File: src/rtl/dmem_lsu.sv
// dmem_lsu: load/store sequencer for a big-endian, byte-lane data memory.
// Word-straddling accesses are issued as two consecutive word accesses.
module dmem_lsu #(
    parameter int DATA_WIDTH = 32,
    parameter int DMEM_DEPTH = 14
) (
    input  logic                  clk,
    input  logic                  rst_n,
    input  logic                  req_valid,
    output logic                  req_ready,
    input  logic                  req_store,
    input  logic [1:0]            req_size,
    input  logic                  req_signed,
    input  logic [DMEM_DEPTH-1:0] req_addr,
    input  logic [DATA_WIDTH-1:0] req_wdata,
    output logic                  rsp_valid,
    output logic [DATA_WIDTH-1:0] rsp_rdata,
    output logic [3:0]            dmem_we,
    output logic [DMEM_DEPTH-1:0] dmem_addr,
    output logic [DATA_WIDTH-1:0] dmem_wdata,
    input  logic [DATA_WIDTH-1:0] dmem_rdata
);

    localparam logic [1:0] S_IDLE = 2'd0;
    localparam logic [1:0] S_ACC1 = 2'd1;
    localparam logic [1:0] S_ACC2 = 2'd2;
    localparam logic [1:0] S_RESP = 2'd3;

    logic [1:0]            state_q, state_d;
    logic                  store_q;
    logic                  signed_q;
    logic [1:0]            size_q;
    logic [DMEM_DEPTH-1:0] addr_q;
    logic [DATA_WIDTH-1:0] wdata_q;
    logic [3:0][7:0]       hold_q, hold_d;

    logic                  accept;
    logic [1:0]            offs;
    logic [DMEM_DEPTH-3:0] word;
    logic [DMEM_DEPTH-3:0] word_nxt;
    logic [7:0]            size_m;
    logic [7:0]            span;
    logic                  split;
    logic [3:0]            lanes;
    logic [3:0][7:0]       vb;
    logic [3:0][7:0]       rb;
    logic [3:0][7:0]       wl;
    logic [3:0][7:0]       asm_b;
    logic [3:0]            in_first;
    logic [DATA_WIDTH-1:0] load_val;

    assign accept    = req_valid && req_ready;
    assign req_ready = (state_q == S_IDLE);
    assign rsp_valid = (state_q == S_RESP);

    assign offs     = addr_q[1:0];
    assign word     = addr_q[DMEM_DEPTH-1:2];
    assign word_nxt = word + (DMEM_DEPTH-2)'(1);

    always_comb begin
        size_m = 8'b0000_1111;
        unique case (size_q)
            2'b00:   size_m = 8'b0000_0001;
            2'b01:   size_m = 8'b0000_0011;
            default: size_m = 8'b0000_1111;
        endcase
    end

    // Bytes touched across the two adjacent words; upper nibble is word W+1.
    assign span  = size_m << offs;
    assign split = |span[7:4];

    // vb[i] is the value byte destined for address A+i.
    always_comb begin
        vb = '0;
        unique case (size_q)
            2'b00: begin
                vb[0] = wdata_q[7:0];
            end
            2'b01: begin
                vb[0] = wdata_q[15:8];
                vb[1] = wdata_q[7:0];
            end
            default: begin
                vb[0] = wdata_q[31:24];
                vb[1] = wdata_q[23:16];
                vb[2] = wdata_q[15:8];
                vb[3] = wdata_q[7:0];
            end
        endcase
    end

    // rb[k] is the read byte at word offset k (offset 0 is the MSB).
    assign rb = {dmem_rdata[7:0], dmem_rdata[15:8],
                 dmem_rdata[23:16], dmem_rdata[31:24]};

    always_comb begin
        lanes     = 4'b0000;
        dmem_addr = '0;
        unique case (state_q)
            S_ACC1: begin
                lanes     = span[3:0];
                dmem_addr = {word, 2'b00};
            end
            S_ACC2: begin
                lanes     = span[7:4];
                dmem_addr = {word_nxt, 2'b00};
            end
            default: begin
                lanes     = 4'b0000;
                dmem_addr = '0;
            end
        endcase
    end

    assign dmem_we = store_q ? lanes : 4'b0000;

    always_comb begin
        wl = '0;
        for (int l = 0; l < 4; l++) begin
            if (dmem_we[l]) begin
                wl[l] = vb[2'(l) - offs];
            end
        end
    end

    assign dmem_wdata = wl;

    always_comb begin
        hold_d = hold_q;
        if (state_q == S_ACC2 && !store_q) begin
            for (int i = 0; i < 4; i++) begin
                hold_d[i] = rb[offs + 2'(i)];
            end
        end
    end

    // Value byte i sits at offset (o+i) mod 4 of whichever word holds it.
    always_comb begin
        in_first = '0;
        asm_b    = '0;
        for (int i = 0; i < 4; i++) begin
            in_first[i] = (({1'b0, offs} + 3'(i)) < 3'd4);
            if (split && in_first[i]) begin
                asm_b[i] = hold_q[i];
            end else begin
                asm_b[i] = rb[offs + 2'(i)];
            end
        end
    end

    always_comb begin
        load_val = '0;
        unique case (size_q)
            2'b00: begin
                load_val = {{(DATA_WIDTH-8){signed_q & asm_b[0][7]}},
                            asm_b[0]};
            end
            2'b01: begin
                load_val = {{(DATA_WIDTH-16){signed_q & asm_b[0][7]}},
                            asm_b[0], asm_b[1]};
            end
            default: begin
                load_val = {asm_b[0], asm_b[1], asm_b[2], asm_b[3]};
            end
        endcase
    end

    assign rsp_rdata = (rsp_valid && !store_q) ? load_val : '0;

    always_comb begin
        state_d = state_q;
        unique case (state_q)
            S_IDLE:  state_d = accept ? S_ACC1 : S_IDLE;
            S_ACC1:  state_d = split ? S_ACC2 : S_RESP;
            S_ACC2:  state_d = S_RESP;
            default: state_d = S_IDLE;
        endcase
    end

    always_ff @(posedge clk or negedge rst_n) begin
        if (!rst_n) begin
            state_q  <= S_IDLE;
            store_q  <= 1'b0;
            signed_q <= 1'b0;
            size_q   <= 2'b00;
            addr_q   <= '0;
            wdata_q  <= '0;
            hold_q   <= '0;
        end else begin
            state_q <= state_d;
            hold_q  <= hold_d;
            if (accept) begin
                store_q  <= req_store;
                signed_q <= req_signed;
                size_q   <= req_size;
                addr_q   <= req_addr;
                wdata_q  <= req_wdata;
            end
        end
    end

endmodule

File: config.mk
export PLATFORM = sky130hd
export DESIGN_NAME = dmem_lsu
export DESIGN_NICKNAME = d
export VERILOG_FILES = /design/src/rtl/dmem_lsu.sv
export SDC_FILE = /design/constraint.sdc
export NUM_CORES = 1
export LEC_CHECK = 0
export ABC_AREA = 1
export ABC_CLOCK_PERIOD_IN_PS = 3140
export CELL_PAD_IN_SITES_DETAIL_PLACEMENT = 0
export CELL_PAD_IN_SITES_GLOBAL_PLACEMENT = 2
export CORE_AREA = 2 2 164 166
export CTS_CLUSTER_SIZE = 14
export DETAILED_ROUTE_END_ITERATION = 6
export DIE_AREA = 0 0 166 168
export HOLD_SLACK_MARGIN = 0.02
export PLACE_DENSITY = 0.85
export SLEW_MARGIN = 15
export SYNTH_ARGS = -nofsm -noshare
export SYNTH_HDL_FRONTEND = slang
export SYNTH_SLANG_ARGS = --single-unit
File: constraint.sdc
create_clock -name clk -period 3.14 [get_ports clk]
set_clock_uncertainty 0.1 [all_clocks]
set_input_delay 0.628 -clock clk [delete_from_list [all_inputs] [get_ports clk]]
set_output_delay 0.628 -clock clk [all_outputs]
set_load 0.01 [all_outputs]
---- Word level (Yosys, flattened, before mapping) ----
Cells that the tools add are included.
word-level totals
  input port bits ......................... 85
  output and inout port bits .............. 84
  bits in registers ....................... 84
  word-level logic and storage cells ...... 87
operators by class
  shifts and indexed selects .............. 1
  bitwise logic cells ..................... 1
  mux-type cells .......................... 36
  equal/unequal tests ..................... 4
  magnitude comparators ................... 12
  reductions and logical operators ........ 12
  add/sub/neg operators ................... 11
operator list
  operator                                            count
  binary-select mux 8 bit (select 2 bit)              8
  2-to-1 mux 8 bit                                    16
  one-hot mux 32 bit (2 select lines)                 1
  2-to-1 mux 32 bit                                   1
  one-hot mux 8 bit (2 select lines)                  2
  one-hot mux 14 bit (2 select lines)                 1
  < comparator 2 x 3 -> 1 bit, second input constant  9
  2-to-1 mux 16 bit                                   1
  one-hot mux 4 bit (2 select lines)                  2
  adder 12 x 1 -> 12 bit, second input constant       1
  < comparator 3 bit, second input constant           3
  << shifter 8 x 2 -> 8 bit                           1
  logical AND 1 bit                                   7
  adder 2 x 2 -> 3 bit, second input constant         2
  one-hot mux 2 bit (3 select lines)                  1
  adder 2 bit, second input constant                  2
  == test 2 x 1 -> 1 bit, second input constant       2
  == test 2 bit, second input constant                2
  logical NOT 2 bit                                   2
  2-to-1 mux 4 bit                                    1
  OR reduction 4 bit                                  1
  subtractor 1 x 2 -> 2 bit, first input constant     2
  subtractor 2 bit, first input constant              2
  adder 2 x 1 -> 3 bit, second input constant         1
  5 further kinds                                     6

---- Depth between registers and ports, before layout ----
Gate-level depths: netlist of the first run.
  depth in word-level cells ............... 9
  gate-level depth with buffers ........... 14
  mapped depth without buffers ............ 10

---- Worst setup path before layout of the first run ----
No wires, ideal clock.
  kind .................................... register to output
  from .................................... register addr_q[1]
  to ...................................... output port rsp_rdata[7]
  buffers on the path ..................... 4
  cell stages (with the launch flop) ...... 15
  required time ........................... 2.412 ns
  arrival ................................. 2.273 ns
  slack ................................... 0.139 ns
  path through ............................ dfrtp_1 > buf_6 > inv_6 > buf_2 > buf_1 > ha_1 > inv_1 > buf_1 > nand3_1 > nand2_1 > nand2_1 > nand3_1 > nand3_1 > nand2_1 > inv_1
between the ends
  word-level cells in the longest chain between the ends .. 6
  elaborated cells on any way between the ends .. 23
  classes of those cells .................. add/sub: 4; order compare: 3; shift: 1; mux: 11; reduce/logical: 4
ends and longest elaborated chain
  element                                                       RTL line  text
  from (decl)                                                   33        logic [DMEM_DEPTH-1:0] addr_q;
  from (signal assigned)                                        197       addr_q <= req_addr;
  adder 2 x 2 -> 3 bit (tied with other cells)                  143       in_first[i] = (({1'b0, offs} + 3'(i)) < 3'd4);
  < comparator 3 bit (tied with other cells)                    143
  logical AND 1 bit / 2-to-1 mux 8 bit (equally long branches)  144, 147
  2-to-1 mux 8 bit                                              144       if (split && in_first[i]) begin
  one-hot mux 32 bit (2 select lines) *                         154       unique case (size_q)
  2-to-1 mux 32 bit *                                           169       assign rsp_rdata = (rsp_valid && !store_q) ? load_val : '0;
  to (decl)                                                     17        output logic [DATA_WIDTH-1:0] rsp_rdata,
Mark *: on every way between the ends. The rest lies on a longest branch, timed or not. The select of a mux whose other input is x is not followed.

---- Final worst setup path of the first run ----
  from .................................... register addr_q[0]
  to ...................................... output port dmem_wdata[17]
between the ends
  word-level cells in the longest chain between the ends .. 4
  elaborated cells on any way between the ends .. 7
  classes of those cells .................. add/sub: 1; shift: 1; mux: 5
ends and longest elaborated chain
  element                                                                                              RTL line  text
  subtractor 2 bit / << shifter 8 x 2 -> 8 bit (equally long branches)                                 122, 70
  binary-select mux 8 bit (select 2 bit) / one-hot mux 4 bit (2 select lines) (equally long branches)  122, 100
  2-to-1 mux 8 bit (not written as such) / 2-to-1 mux 4 bit (equally long branches)                    122, 116
  2-to-1 mux 8 bit *                                                                                   121       if (dmem_we[l]) begin
  to (decl)                                                                                            20        output logic [DATA_WIDTH-1:0] dmem_wdata,
Marks and branches as above.

==> results.py, run 1 <==
metrics = {
    "run_status": {
        "status": "finished clean",
    },
    "clock_network": {
        "holdBufCountCts": 0,
        "cts_made_buffers": 9,
        "clk_pin_slew_ns": 0.06,
        "cts_htree_levels": 3,
        "cts_tree": "built",
        "cts.sinks": 84,
        "clock_path_buffers": 2,
        "clockRootBuffer": "clkbuf_16",
        "clk_latency_ns": 0.35,
    },
    "cells_and_area": {
        "final_nets": 1347,
        "fill_cells": 2826,
        "areaGrowthSynthToFinish_pct": 44.5,
        "diodes": 0,
        "fin_area_um2": 9700,
        "layout-drive-gt1-share": 0.155,
        "final_util": 0.368,
    },
    "synthesis": {
        "ys.flop_type": "dfrtp_1",
        "yosysMostFrequentCell": "nand2_1",
        "synth_warnings": 0,
        "synth_common_cells": "nand2_1 (331), nand3_1 (144), inv_1 (107)",
        "ys_async_sr_fraction": 1.00,
        "synth-edff-count": 0,
        "syn_area_um2": 6710,
        "postSynthCellCount": 1066,
        "yosysTopAreaCell": "dfrtp_1",
        "ys_ff_latch": 84,
        "avgSynthCellArea_um2": 6.29,
        "synthDistinctLibCells": 38,
        "synthTopCellsByArea": "dfrtp_1 (31%), nand2_1 (19%), nand3_1 (11%)",
        "seq_area_frac_synth": 0.313,
        "synth_top_cell_area_share": 0.313,
    },
    "critical_path": {
        "arrival_ns": 2.36,
        "end_kind": "output pin",
        "crit_type": "flop to output pin",
        "crit_slowest_cell": "clkdlybuf4s50_1",
        "worst_path_dominant_cell_family": "buffers and inverters",
        "timing.rr.start": "state_q[1]$_DFF_PN0_",
        "startpoint_type": "flop",
        "reg2reg_slack_ns": 1.13,
        "r2r_cells": 8,
        "critPathRequiredTime_ns": 2.41,
        "r2r_end": "hold_q[26]$_DFFE_PN0P_",
        "cp_cell_sequence": "clkinv_4, ha_4, buf_12, buf_12, nor2_1, nor2_1, o21ai_0, inv_1, clkdlybuf4s50_1",
        "critPathMaxFanout": 24,
        "slowest_delay_ns": 0.53,
        "crit_buf_inv": 5,
        "crit_path_start": "addr_q[0]$_DFFE_PN0P_",
    },
    "timing": {
        "rsz0062_at_grt": "yes",
        "clock.fmax_mhz": 324,
        "fin_ws_ns": 0.0508,
        "fin_crit_sh": 0.984,
        "fin_crit_ns": 3.09,
        "slew_viol_final": 0,
        "relSlewSlack": 0.627,
        "worstMarginPinSlew_ns": 0.559,
        "hold_viol": 0,
        "hold_slack_ns": 0.131,
        "setup_viol": 0,
    },
    "route": {
        "vias": 7540,
        "routed_wl_um": 26100,
        "drc": 0,
        "dr.pass1.iters": 5,
        "wl_per_cell_um": 16.3,
        "drtIter0Drc": 552,
        "viasPerCell": 4.72,
        "drtAntennaViolNets": 0,
    },
    "placement": {
        "dp_hpwl_um": 19300,
        "dp_slack_ns": -0.225,
        "io_buffers": 166,
        "gp_congestion": 0.836,
        "placed_area_um2": 8920,
    },
    "worst_hold_path": {
        "hold_class": "input pin to async pin",
    },
    "die": {
        "die_x_um": 166,
        "start_util": 0.255,
        "die_h_um": 168,
        "die_area_um2": 27900,
        "core-area_um2": 26400,
        "rows": 60,
        "pin_count": 169,
    },
    "grt": {
        "grt_overflow": 0,
        "grt_pass1_wl_um": 39600,
        "grt_start_max_net_pins": 78,
        "antenna_found_initial": 0,
        "gr-usage-all-layers": 0.182,
        "grt_pass1_vias": 7303,
    },
    "power": {
        "power_w": 0.0111,
        "leakagePower_nw": 5.18,
        "power_density_nw_per_um2": 1150,
        "peakVddDrop_mv": 0.317,
    },
    "flow_run": {
        "cap_violations": 0,
    },
}
state kept, by name, summed over array words and instances, names as in the netlist:
signal    flops
state_q       2
wdata_q      32
addr_q       14
signed_q      1
size_q        2
hold_q       32
store_q       1
what timing repair did:
item / in CTS / in global routing
gates resized for setup: 81 / 84
pin swaps: 2 / 6
setup buffers: 10 / 9
endpoints found under the hold margin: 0 / 0
setup endpoints to repair: 65 / 47
gates cloned: 2 / 3
cell type report:
cell class,count,area (um2),share of cell area
Inverter,115,457,0.0471
Tap cell,341,427,0.0440
Sequential cell,84,2110,0.217
Timing Repair Buffer,236,2370,0.244
Clock inverter,2,60.1,0.00619
Clock buffer,12,256,0.0265
Multi-Input combinational cell,808,4020,0.415
layer usage:
layer,up-vias,GRT usage,part of all wire
met2,226,0.322,0.49
met3,29,0.0320,0.045
met1,3494,0.227,0.44
li1,3791,-,-
met4,0,0.0491,0.023
met5,-,0,0
placed cells by master, fill, tap and decap left out, types with 6 or more instances in the layout:
cell type and n:
nand2_1 319, nand3_1 139, clkdlybuf4s50_1 109, inv_1 105, nor2_1 84, dfrtp_1 80, o21ai_0 71, a21oi_1 57
buf_4 50, mux2_2 24, dlygate4sd2_1 24, o21ai_1 19, nand2_2 15, nor2_2 14, dlymetal6s2s_1 14, buf_12 12
clkbuf_16 10, clkbuf_2 9, or2_2 8, a21o_1 8, nand3_2 7, buf_6 7, clkdlybuf4s15_1 7, ha_1 6
metrics by stage:
step,std cells,setup TNS (ns)
global placement,1560,-3.33
global route,1598,-0.463
detailed placement,1560,-4.02
floorplan,1067,0
finish,1598,0
CTS,1586,-0.178
kinds of logic (layout without fill, tap and decap cells):
family,Yosys count,count (layout),synth area share
multiplexers,24,24,0.0403
flip-flops,84,84,0.313
other,1,2,0.000559
buffers and inverters,177,365,0.113
AO/OA/AOI/OAI,174,174,0.138
AND/OR/NAND/NOR,598,600,0.381
adder cells (fa/ha/maj),8,8,0.0149
report_power, final:
group | internal, W | total, W | switching [W]
combinational | 0.00319 | 0.00796 | 0.00477
sequential | 0.00163 | 0.00200 | 0.000372
clock | 0.000732 | 0.00117 | 0.000440
worst max path at each step:
stage | cells past startpoint | to
global placement | 10 | rsp_rdata[14]
finish | 9 | dmem_wdata[17]
floorplan | 14 | rsp_rdata[7]
global route | 9 | dmem_wdata[22]
CTS | 11 | dmem_wdata[17]
detailed placement | 10 | rsp_rdata[12]
No activity file was read; power rests on OpenSTA's default activity.
==> run 2, diff against run 1 <==
==> constraint.sdc (replaced) <==
create_clock -name clk -period 3.14 [get_ports clk]
set_clock_uncertainty 0.1 [all_clocks]
set_input_delay 0.314 -clock clk [delete_from_list [all_inputs] [get_ports clk]]
set_output_delay 0.314 -clock clk [all_outputs]
set_load 0.01 [all_outputs]
==> run 2 against run 1 <==
Compared with the run above:
- register-to-register slack lost 0.22 ns
- die area did not move
- via count shrank 1.4%
- clock power shrank 9%
- critical path depth increased by 2
- hold slack improved by 0.25 ns
- sequential share of layout area rose by 0.80 points
- global-route usage up 0.39 points
==> results.py, run 2 (synthesis results as in run 1) <==
metrics = {
    "run_status": {
        "status": "finished clean",
    },
    "worst_hold_path": {
        "hold_class": "input pin to async pin",
    },
    "cells_and_area": {
        "layout-drive-gt1-share": 0.110,
        "final_cell_mix": "nand2_1 (324), clkdlybuf4s50_1 (158), nand3_1 (144), inv_1 (105), nor2_1 (87)",
        "area.sequential_um2": 2110,
        "final_common_cell": "nand2_1",
        "top_regs": "hold_q (32), wdata_q (32), addr_q (14)",
        "fill_cells": 2848,
        "final_util": 0.355,
        "final_nets": 1321,
        "multi_input_area_um2": 3910,
        "areaGrowthSynthToFinish_pct": 39.3,
    },
    "grt": {
        "grt_overflow": 0,
        "grt-busiest-layer": "met2",
        "grt_pass1_vias": 7240,
        "grtUsageMet2": 0.322,
        "grt_pass1_wl_um": 40800,
        "gr-usage-all-layers": 0.186,
        "antenna_found_initial": 1,
        "grt_start_max_net_pins": 51,
        "met3_usage": 0.0313,
        "grtUsageMet1": 0.238,
    },
    "clock_network": {
        "clock_path_buffers": 2,
        "cts.sinks": 84,
        "clockRootBuffer": "clkbuf_16",
        "cts_made_buffers": 9,
        "clk_latency_ns": 0.34,
        "clk_pin_slew_ns": 0.07,
        "cts_htree_levels": 3,
        "cts_tree": "built",
    },
    "placement": {
        "io_buffers": 166,
        "dp_slack_ns": 0.196,
        "gp_congestion": 0.893,
        "dp_hpwl_um": 19700,
    },
    "critical_path": {
        "arrival_ns": 2.60,
        "critPathMaxFanout": 27,
        "end_kind": "output pin",
        "timing.rr.start": "state_q[1]$_DFF_PN0_",
        "r2r_cells": 8,
        "crit_type": "flop to output pin",
        "startpoint_type": "flop",
        "critPathRequiredTime_ns": 2.73,
        "reg2reg_slack_ns": 0.91,
        "r2r_end": "hold_q[21]$_DFFE_PN0P_",
    },
    "timing": {
        "fin_ws_ns": 0.123,
        "setup_viol": 0,
        "hold_slack_ns": 0.376,
        "worstMarginPinSlew_ns": 0.530,
        "relSlewSlack": 0.647,
        "hold_viol": 0,
        "fin_crit_sh": 0.961,
        "slew_viol_final": 0,
        "fin_crit_ns": 3.02,
        "clock.fmax_mhz": 331,
    },
    "route": {
        "routed_wl_um": 26300,
        "dr.pass1.iters": 6,
        "drtIter0Drc": 596,
        "drtAntennaViolNets": 0,
        "drc": 0,
        "wl_per_cell_um": 16.7,
        "viasPerCell": 4.72,
        "vias": 7434,
    },
    "power": {
        "power_density_nw_per_um2": 1130,
        "leakagePower_nw": 4.72,
        "power_w": 0.0106,
        "peakVddDrop_mv": 0.384,
    },
    "die": {
        "die_h_um": 168,
        "die_area_um2": 27900,
        "core-area_um2": 26400,
        "start_util": 0.255,
        "die_x_um": 166,
        "pin_count": 169,
        "rows": 60,
    },
    "flow_run": {
        "cap_violations": 0,
    },
}
run 2: changes by cell type in the layout (fill, tap and decap cells not counted), sizes merged, moves of 3 or more:
cell           change
buf               -27
clkbuf            -12
clkdlybuf4s15      -8
clkdlybuf4s50     +49
clkinvlp           +3
dlygate4sd2       -24
dlymetal6s2s       -7
run 2: final cells by class:
type | count | area share
antenna | 2 | 0.000535
clock buffer | 9 | 0.0241
clock inverter | 6 | 0.00683
inverter | 115 | 0.0479
multi-input combinational | 806 | 0.418
sequential | 84 | 0.225
tap | 341 | 0.0456
timing repair buffer | 212 | 0.232
run 2: per-layer routing:
metal	share of wire	routed length (um)
met5	0	0
met4	0.023	617
met3	0.049	1290
met2	0.48	12700
met1	0.45	11700
run 2: worst max path at each step:
stage,cells after the start,startpoint,slack [ns],to
after global routing,12,addr_q[0]$_DFFE_PN0P_,-0.002,rsp_rdata[10]
after global placement,12,addr_q[0]$_DFFE_PN0P_,0.17,rsp_rdata[7]
after floorplan,14,addr_q[1]$_DFFE_PN0P_,0.45,rsp_rdata[7]
after detailed placement,12,addr_q[0]$_DFFE_PN0P_,0.20,rsp_rdata[19]
final,11,addr_q[0]$_DFFE_PN0P_,0.12,rsp_rdata[10]
after CTS,12,addr_q[0]$_DFFE_PN0P_,0.002,rsp_rdata[14]
run 2: critical path, stage by stage, from the launching register on:
cell and delay [ns]:
dfrtp_2 0.45, inv_4 0.11, buf_16 0.18, nand2_1 0.10
nand3_1 0.09, nand2_1 0.14, nand2_4 0.13, nand3_2 0.10
nor2_4 0.24, nor2_1 0.07, nor2_1 0.09, clkdlybuf4s50_1 0.54
run 2: metrics by stage:
stage,cells,instance area [um2],setup TNS [ns]
2_1_floorplan,1067,6710,0
3_3_place_gp,1541,8760,0
3_5_place_dp,1541,8760,0
4_1_cts,1566,9220,0
5_1_grt,1574,9350,-0.00209
6_report,1575,9350,0
run 2: report_power, final:
part	total, W	switching, W	internal (W)
clock network	0.00107	0.000459	0.000612
logic	0.00748	0.00460	0.00288
registers	0.00201	0.000382	0.00163
run 2: what timing repair did:
item | in CTS | in global routing
hold buffers | 1 | 0
gates cloned | 2 | 1
gates resized for setup | 10 | 19
setup endpoints to repair | 47 | 62
setup buffers | 7 | 6
hold endpoints to repair | 34 | 0
pin swaps | 2 | 1
